### src/rtl/fetch_pkg.sv
// Shared types and constants for the instruction fetch queue.
package fetch_pkg;

  localparam int unsigned        INSTR_W   = 32;
  localparam logic [INSTR_W-1:0] NOP_INSTR = 32'h0000_0000;
  localparam logic [INSTR_W-1:0] PC_INCR   = 32'd4;

  // One buffered fetch result: the address it came from and the returned word.
  typedef struct packed {
    logic [INSTR_W-1:0] pc;
    logic [INSTR_W-1:0] word;
  } fetch_entry_t;

  // 32-bit add that sticks at all-ones instead of wrapping.
  function automatic logic [31:0] sat_add32(input logic [31:0] a, input logic [31:0] b);
    logic [32:0] sum;
    sum = {1'b0, a} + {1'b0, b};
    return sum[32] ? 32'hFFFF_FFFF : sum[31:0];
  endfunction

endpackage

### src/rtl/fetch_fifo.sv
// Synchronous FIFO with flush, simultaneous push/pop at any occupancy
// (including full) and an occupancy count. DEPTH must be a power of 2.
module fetch_fifo #(
  parameter int unsigned WIDTH = 32,
  parameter int unsigned DEPTH = 4
) (
  input  logic                   clk,
  input  logic                   rst_n,
  input  logic                   flush_i,
  input  logic                   push_i,
  input  logic [WIDTH-1:0]       wdata_i,
  input  logic                   pop_i,
  output logic [WIDTH-1:0]       rdata_o,
  output logic [$clog2(DEPTH):0] count_o,
  output logic                   empty_o
);

  localparam int unsigned PTR_W = $clog2(DEPTH);
  localparam int unsigned CNT_W = PTR_W + 1;

  logic [WIDTH-1:0] mem_q [DEPTH];
  logic [PTR_W-1:0] wr_ptr_q, rd_ptr_q;
  logic [CNT_W-1:0] count_q;
  logic             full;
  logic             do_push;
  logic             do_pop;

  assign full    = (count_q == CNT_W'(DEPTH));
  assign empty_o = (count_q == '0);
  assign do_pop  = pop_i && !empty_o;
  // A pop in the same cycle frees the slot, so push is legal even when full.
  assign do_push = push_i && (!full || do_pop);
  assign rdata_o = mem_q[rd_ptr_q];
  assign count_o = count_q;

  // Storage array: written on push, never flushed.
  // NOTE: the data array has no reset on purpose; pointers/count define validity,
  // so resetting the storage would only cost reset fan-out.
  always_ff @(posedge clk) begin
    if (do_push && !flush_i) begin
      mem_q[wr_ptr_q] <= wdata_i;
    end
  end

  // Pointer and occupancy bookkeeping; flush empties the FIFO in one cycle.
  // NOTE: sequential state always uses non-blocking assignments so every flop
  // samples pre-edge values regardless of block ordering.
  always_ff @(posedge clk or negedge rst_n) begin
    if (!rst_n) begin
      wr_ptr_q <= '0;
      rd_ptr_q <= '0;
      count_q  <= '0;
    end else if (flush_i) begin
      wr_ptr_q <= '0;
      rd_ptr_q <= '0;
      count_q  <= '0;
    end else begin
      if (do_push) wr_ptr_q <= wr_ptr_q + PTR_W'(1);
      if (do_pop)  rd_ptr_q <= rd_ptr_q + PTR_W'(1);
      count_q <= count_q + CNT_W'(do_push) - CNT_W'(do_pop);
    end
  end

endmodule

### src/rtl/instr_fetch_queue.sv
// Fetch stage: owns the PC, issues in-order instruction memory requests,
// buffers returned words and presents one instruction per cycle to decode.
// Optional macro FETCH_STATS_EN adds saturating FetchCount/FlushCount outputs.
module instr_fetch_queue
  import fetch_pkg::*;
#(
  parameter int unsigned DEPTH    = 4,
  parameter logic [31:0] RESET_PC = 32'h0000_0000
) (
  input  logic        Clk,
  input  logic        Reset,
  output logic        IMemReq,
  output logic [31:0] IMemAddr,
  input  logic        IMemRdy,
  input  logic        IMemValid,
  input  logic [31:0] IMemData,
  input  logic        Redirect,
  input  logic [31:0] RedirectPC,
  input  logic        Stall,
  output logic [31:0] Instruction,
  output logic [31:0] InstPC,
  output logic [31:0] NextInstruct,
  output logic        InstValid
`ifdef FETCH_STATS_EN
  ,
  output logic [31:0] FetchCount,
  output logic [31:0] FlushCount
`endif
);

  localparam int unsigned CNT_W = $clog2(DEPTH) + 1;

  logic [31:0]      fetch_pc_q, fetch_pc_d;
  logic [CNT_W-1:0] out_cnt_q, out_cnt_d;
  logic [CNT_W-1:0] drop_cnt_q, drop_cnt_d;
  logic [CNT_W-1:0] occ;
  logic [CNT_W:0]   inflight;
  logic             issue_fire;
  logic             resp_ok;
  logic             resp_keep;
  logic             q_pop;
  logic             q_empty;
  fetch_entry_t     q_wdata, q_head;
  logic [31:0]      tag_head;
  logic             tag_empty;
  logic [CNT_W-1:0] tag_cnt_unused;

  // Queued entries plus requests still in memory may never exceed DEPTH,
  // which is what guarantees the queue cannot overflow.
  assign inflight   = {1'b0, occ} + {1'b0, out_cnt_q};
  assign IMemReq    = Reset && !Redirect && (inflight < (CNT_W+1)'(DEPTH));
  assign IMemAddr   = fetch_pc_q;
  assign issue_fire = IMemReq && IMemRdy;

  // A response with nothing outstanding is a protocol error and is ignored.
  assign resp_ok   = IMemValid && (out_cnt_q != '0);
  // Keep only right-path responses; anything returning during a redirect is wrong-path.
  assign resp_keep = resp_ok && (drop_cnt_q == '0) && !Redirect && !tag_empty;
  assign q_pop     = InstValid && !Stall && !Redirect;

  assign q_wdata.pc   = tag_head;
  assign q_wdata.word = IMemData;

  // Addresses of issued, not-yet-returned, right-path requests.
  fetch_fifo #(
    .WIDTH (32),
    .DEPTH (DEPTH)
  ) u_tag_fifo (
    .clk     (Clk),
    .rst_n   (Reset),
    .flush_i (Redirect),
    .push_i  (issue_fire),
    .wdata_i (fetch_pc_q),
    .pop_i   (resp_keep),
    .rdata_o (tag_head),
    .count_o (tag_cnt_unused),
    .empty_o (tag_empty)
  );

  // Returned instructions waiting for decode.
  fetch_fifo #(
    .WIDTH ($bits(fetch_entry_t)),
    .DEPTH (DEPTH)
  ) u_data_fifo (
    .clk     (Clk),
    .rst_n   (Reset),
    .flush_i (Redirect),
    .push_i  (resp_keep),
    .wdata_i (q_wdata),
    .pop_i   (q_pop),
    .rdata_o (q_head),
    .count_o (occ),
    .empty_o (q_empty)
  );

  // Next fetch PC and outstanding/drop counters; redirect overrides everything.
  // NOTE: every variable assigned in always_comb gets a default first so no
  // path can leave it unassigned and infer a latch.
  always_comb begin
    fetch_pc_d = fetch_pc_q;
    out_cnt_d  = out_cnt_q + CNT_W'(issue_fire) - CNT_W'(resp_ok);
    drop_cnt_d = drop_cnt_q;
    if (Redirect) begin
      fetch_pc_d = RedirectPC;
      // Every request still in memory after this cycle becomes wrong-path.
      drop_cnt_d = out_cnt_q - CNT_W'(resp_ok);
    end else begin
      if (issue_fire) fetch_pc_d = fetch_pc_q + PC_INCR;
      if (resp_ok && (drop_cnt_q != '0)) drop_cnt_d = drop_cnt_q - CNT_W'(1);
    end
  end

  // Fetch PC and request counters.
  always_ff @(posedge Clk or negedge Reset) begin
    if (!Reset) begin
      fetch_pc_q <= RESET_PC;
      out_cnt_q  <= '0;
      drop_cnt_q <= '0;
    end else begin
      fetch_pc_q <= fetch_pc_d;
      out_cnt_q  <= out_cnt_d;
      drop_cnt_q <= drop_cnt_d;
    end
  end

  // Decode-facing view of the queue head; an empty queue reads as a NOP bubble.
  assign InstValid    = !q_empty;
  assign Instruction  = InstValid ? q_head.word : NOP_INSTR;
  assign InstPC       = InstValid ? q_head.pc   : 32'h0000_0000;
  assign NextInstruct = InstPC + PC_INCR;

  // Simulation-only check for responses with nothing outstanding.
  always @(posedge Clk) begin
    if (Reset) begin
      assert (!(IMemValid && (out_cnt_q == '0)))
        else $warning("instr_fetch_queue: IMemValid with no outstanding request ignored");
    end
  end

`ifdef FETCH_STATS_EN
  logic [31:0] fetch_count_q, fetch_count_d;
  logic [31:0] flush_count_q, flush_count_d;
  logic [31:0] flush_amt;

  // Discarded at a redirect: queued entries plus requests not already marked for drop.
  assign flush_amt = 32'(occ) + 32'(out_cnt_q) - 32'(drop_cnt_q);

  // Saturating statistics update.
  always_comb begin
    fetch_count_d = fetch_count_q;
    flush_count_d = flush_count_q;
    if (q_pop)    fetch_count_d = sat_add32(fetch_count_q, 32'd1);
    if (Redirect) flush_count_d = sat_add32(flush_count_q, flush_amt);
  end

  // Statistics registers.
  always_ff @(posedge Clk or negedge Reset) begin
    if (!Reset) begin
      fetch_count_q <= '0;
      flush_count_q <= '0;
    end else begin
      fetch_count_q <= fetch_count_d;
      flush_count_q <= flush_count_d;
    end
  end

  assign FetchCount = fetch_count_q;
  assign FlushCount = flush_count_q;
`endif

endmodule

### config.mk
export PLATFORM = sky130hd
export DESIGN_NAME = instr_fetch_queue
export DESIGN_NICKNAME = d
export VERILOG_FILES = /design/src/rtl/fetch_pkg.sv /design/src/rtl/fetch_fifo.sv /design/src/rtl/instr_fetch_queue.sv
export SDC_FILE = /design/constraint.sdc
export NUM_CORES = 1
export LEC_CHECK = 0
export ABC_AREA = 1
export CORE_UTILIZATION = 25
export DETAILED_ROUTE_END_ITERATION = 16
export PLACE_DENSITY_LB_ADDON = 0.12
export REMOVE_ABC_BUFFERS = 1
export SKIP_LAST_GASP = 1
export SLEW_MARGIN = 20
export SYNTH_ARGS = -nofsm -noshare
export SYNTH_HDL_FRONTEND = slang
export SYNTH_SLANG_ARGS = --single-unit
### constraint.sdc
create_clock -name Clk -period 6.4 [get_ports Clk]
set_clock_uncertainty 0.15 [all_clocks]
set_input_delay 1.28 -clock Clk [delete_from_list [all_inputs] [get_ports Clk]]
set_output_delay 1.28 -clock Clk [all_outputs]
set_load 0.02 [all_outputs]
==> results_dict.tcl <==
set metrics [dict create \
    peakVddDrop_mv 0.1746 \
    grt_pass1_wl_um 85520 \
    core_sq_um 76330 \
    worst-path-max-fanout 83 \
    setup_viol 0 \
    root_buffer "clkbuf_16" \
    drv_slew 0 \
    p_total_w 0.008575 \
    cp.arrival_ps 4100 \
    antenna_left 0 \
    vias 13400 \
    ctsResizeCount 0 \
    ys_seq_elements 436 \
    hold_violations 0 \
    ys_types 40 \
    grt_max_degree 84 \
    max_clock_freq_mhz 180.9 \
    status "completed" \
    cts_buffers 50 \
    gp_congestion 0.7933 \
    cp-endpoint "NextInstruct[18]" \
    reg2regPathDepth 10 \
    antenna_cells 0 \
    worstSetupPathType "register to output port" \
    drt_pass1_iterations 7 \
    avgViaCountPerCell 4.362 \
    worstSetupStartpoint "u_data_fifo.rd_ptr_q[0]" \
    cts_tree "built" \
    antenna_found_initial 0 \
    p_leak_nw 8.531 \
    async_flop_share_pct 11.93 \
    clk_latency_ps 580 \
    relSlewSlack_pct 37.53 \
    yosys_warnings 0 \
    synth_top_family_by_area "simple AND/OR/NAND/NOR gates" \
    r2r-end "u_tag_fifo.mem_q[0][26]" \
    rows 101 \
    h-tree-depth 2 \
    fillCellCount 7795 \
    min_period_over_period_pct 86.40 \
    cp-end-kind "output port" \
    wl_um 56660 \
    yosys.area.top_type "edfxtp_1" \
    synth-compound-area-share_pct 6.841 \
    start_util_pct 25.40 \
    cts_sinks 436 \
    yosys.area_share.simple_pct 18.91 \
    drive_gt1_share_pct 9.109 \
    synth_area_leaders "edfxtp_1 59%, nand2_1 7.2%, dfrtp_1 6.7%, nor2_1 5.9%, o21ai_0 3.9%" \
    wire_per_inst_um 18.44 \
    drcViolationCount 0 \
    power.density_nw_per_um2 354.8 \
    worst_pin_slew_ps 936.0 \
    die-area_sq_um 78670 \
    io_pins 200 \
    grt_util_all_layers_pct 14.40 \
    cts_setup_buffers 0 \
    avgSynthCellArea_sq_um 10.75 \
    cts_hold_buf 0 \
    grt_pass1_vias 13470 \
    port_buffers 199 \
    synth_ff_type "edfxtp_1" \
    multiInputGateArea_sq_um 5744 \
    syn_to_final_growth_pct 24.67 \
    synth-edff-count 384 \
    die_w_um 280.5 \
    worstReg2RegStart "out_cnt_q[2]" \
    min_path_type "primary input to async pin" \
    cts_buffer_depth 3 \
    startpoint_type "register" \
    area.sequential_sq_um 12840 \
    yosysSeqAreaShare_pct 66.19 \
    synthMuxAreaShare_pct 0 \
    drt_iter0_drc 916 \
    timing.hold.ws_ps 436.3 \
    required_ps 4970 \
    synthCells 1804 \
    r2r_setup_slack_ps 3130 \
    synthXorXnorAreaFrac_pct 1.943 \
    dp_hpwl_um 37060 \
    synth_area_sq_um 19390 \
    cap_violations 0 \
    grt_overflow 0 \
    synth-adder-area-share_pct 1.730 \
    rsz0062_at_grt "false" \
    die_y_um 280.5 \
    yosys.area.top_type_share_pct 59.48 \
    period_minus_slack_ps 5529 \
    fin_nets 2097 \
    cts.clk_slew.worst_paths_ps 60 \
    tns_ps 0 \
]
[worst max-delay path, stage by stage (launching register included)]
cell	delay [ps]
dfrtp_4	720
inv_6	570
o21ai_0	190
nand2_1	150
nand2_1	160
inv_1	130
ha_1	250
nand3_4	140
nor2_2	270
nand2_1	110
xor2_1	170
clkdlybuf4s50_1	630
[metal layers]
| metal | routed length (um) | up-vias | share of wire [%] | track usage, % |
|---|---|---|---|---|
| met3 | 2578 | 67 | 4.6 | 2.373 |
| met1 | 26950 | 6470 | 48 | 19.72 |
| met5 | 0 | - | 0 | 0 |
| met2 | 26080 | 308 | 46 | 23.57 |
| met4 | 1052 | 0 | 1.9 | 3.559 |
| li1 | - | 6555 | - | - |
[cells in the final DEF, fill, tap and decap left out, types with 2 or more instances in the layout]
cell type and instances:
clkinv_2 8, nand3_1 99, clkdlybuf4s50_1 197, dfrtp_1 50
nor3_1 12, clkinv_1 13, o21ai_1 3, bufinv_16 5
fa_1 3, o22ai_1 32, clkbuf_1 9, xnor2_1 16
nor2_4 15, nand3_2 5, nor2_2 31, edfxtp_1 384
ha_1 22, clkbuf_8 2, a21oi_1 43, nand3_4 2
inv_2 14, nand2_1 371, clkbuf_16 53, nor2_1 299
buf_12 4, xor2_1 27, o21ai_0 152, o211ai_1 13
nand4_1 11, buf_2 2, buf_4 25, nand2_2 12
or2_2 2, inv_1 92
[through the flow]
| step | utilization, % | area [sq um] | setup slack [ps] | cells |
|---|---|---|---|---|
| 2_1_floorplan | - | 18940 | 142.2 | 1722 |
| 3_3_place_gp | 29.51 | 22530 | 1486 | 2980 |
| 3_5_place_dp | 29.51 | 22530 | 1408 | 2980 |
| 4_1_cts | 31.67 | 24170 | 770.5 | 3072 |
| 5_1_grt | 31.67 | 24170 | 530.7 | 3072 |
| 6_report | 31.67 | 24170 | 870.7 | 3072 |
[sequential cells by signal, summed over array words and instances, names as in the netlist]
| register | count |
|---|---|
| IMemAddr | 32 |
| drop_cnt_q | 3 |
| out_cnt_q | 3 |
| u_data_fifo.count_o | 3 |
| u_data_fifo.mem_q | 256 |
| u_data_fifo.rd_ptr_q | 2 |
| u_data_fifo.wr_ptr_q | 2 |
| u_tag_fifo.count_o | 3 |
| u_tag_fifo.mem_q | 128 |
| u_tag_fifo.rd_ptr_q | 2 |
| u_tag_fifo.wr_ptr_q | 2 |
[cell families (layout without fill, tap and decap cells)]
family	Yosys count	after routing
adder cells (fa/ha/maj)	25	25
XOR/XNOR	43	43
buffers and inverters	189	427
AND/OR/NAND/NOR	863	863
flip-flops	436	436
AO/OA/AOI/OAI	248	248
[worst min path at each step]
stage	start	endpoint	slack [ps]	cells after the start
final	Reset	IMemAddr[26]	440	1
after global routing	Reset	IMemAddr[26]	420	1
after floorplan	drop_cnt_q[1]	drop_cnt_q[1]	370	2
after global placement	out_cnt_q[0]	out_cnt_q[0]	410	1
after CTS	Reset	IMemAddr[26]	410	1
after detailed placement	drop_cnt_q[0]	drop_cnt_q[0]	430	2
[Yosys cell counts, drive strengths merged, types with 2 or more instances]
cell type / instances
edfxtp: 384
clkbuf: 34
o211ai: 13
a21oi: 43
nand4: 11
xor2: 27
nor3: 13
nand3: 106
inv: 107
buf: 48
fa: 3
nor2: 345
dfrtp: 52
o21ai: 155
nand2: 383
xnor2: 16
o22ai: 32
ha: 22
or2: 2
[power by group]
part           internal, W  leakage, nW  switching, W
Clock              0.00172        0.805       0.00114
Sequential         0.00326         4.10      0.000198
Combinational     0.000795         3.62       0.00146
Total              0.00578         8.53       0.00280
[area by class of cell]
type | instances | share of cell area (%)
well taps | 1030 | 5.332
clock buffers | 64 | 5.741
repair buffers | 228 | 9.308
multi-input cells | 1179 | 23.77
flip-flops and latches | 436 | 53.11
clock inverters | 28 | 1.056
inverters | 107 | 1.682
Power figures use the tool's default switching activity.
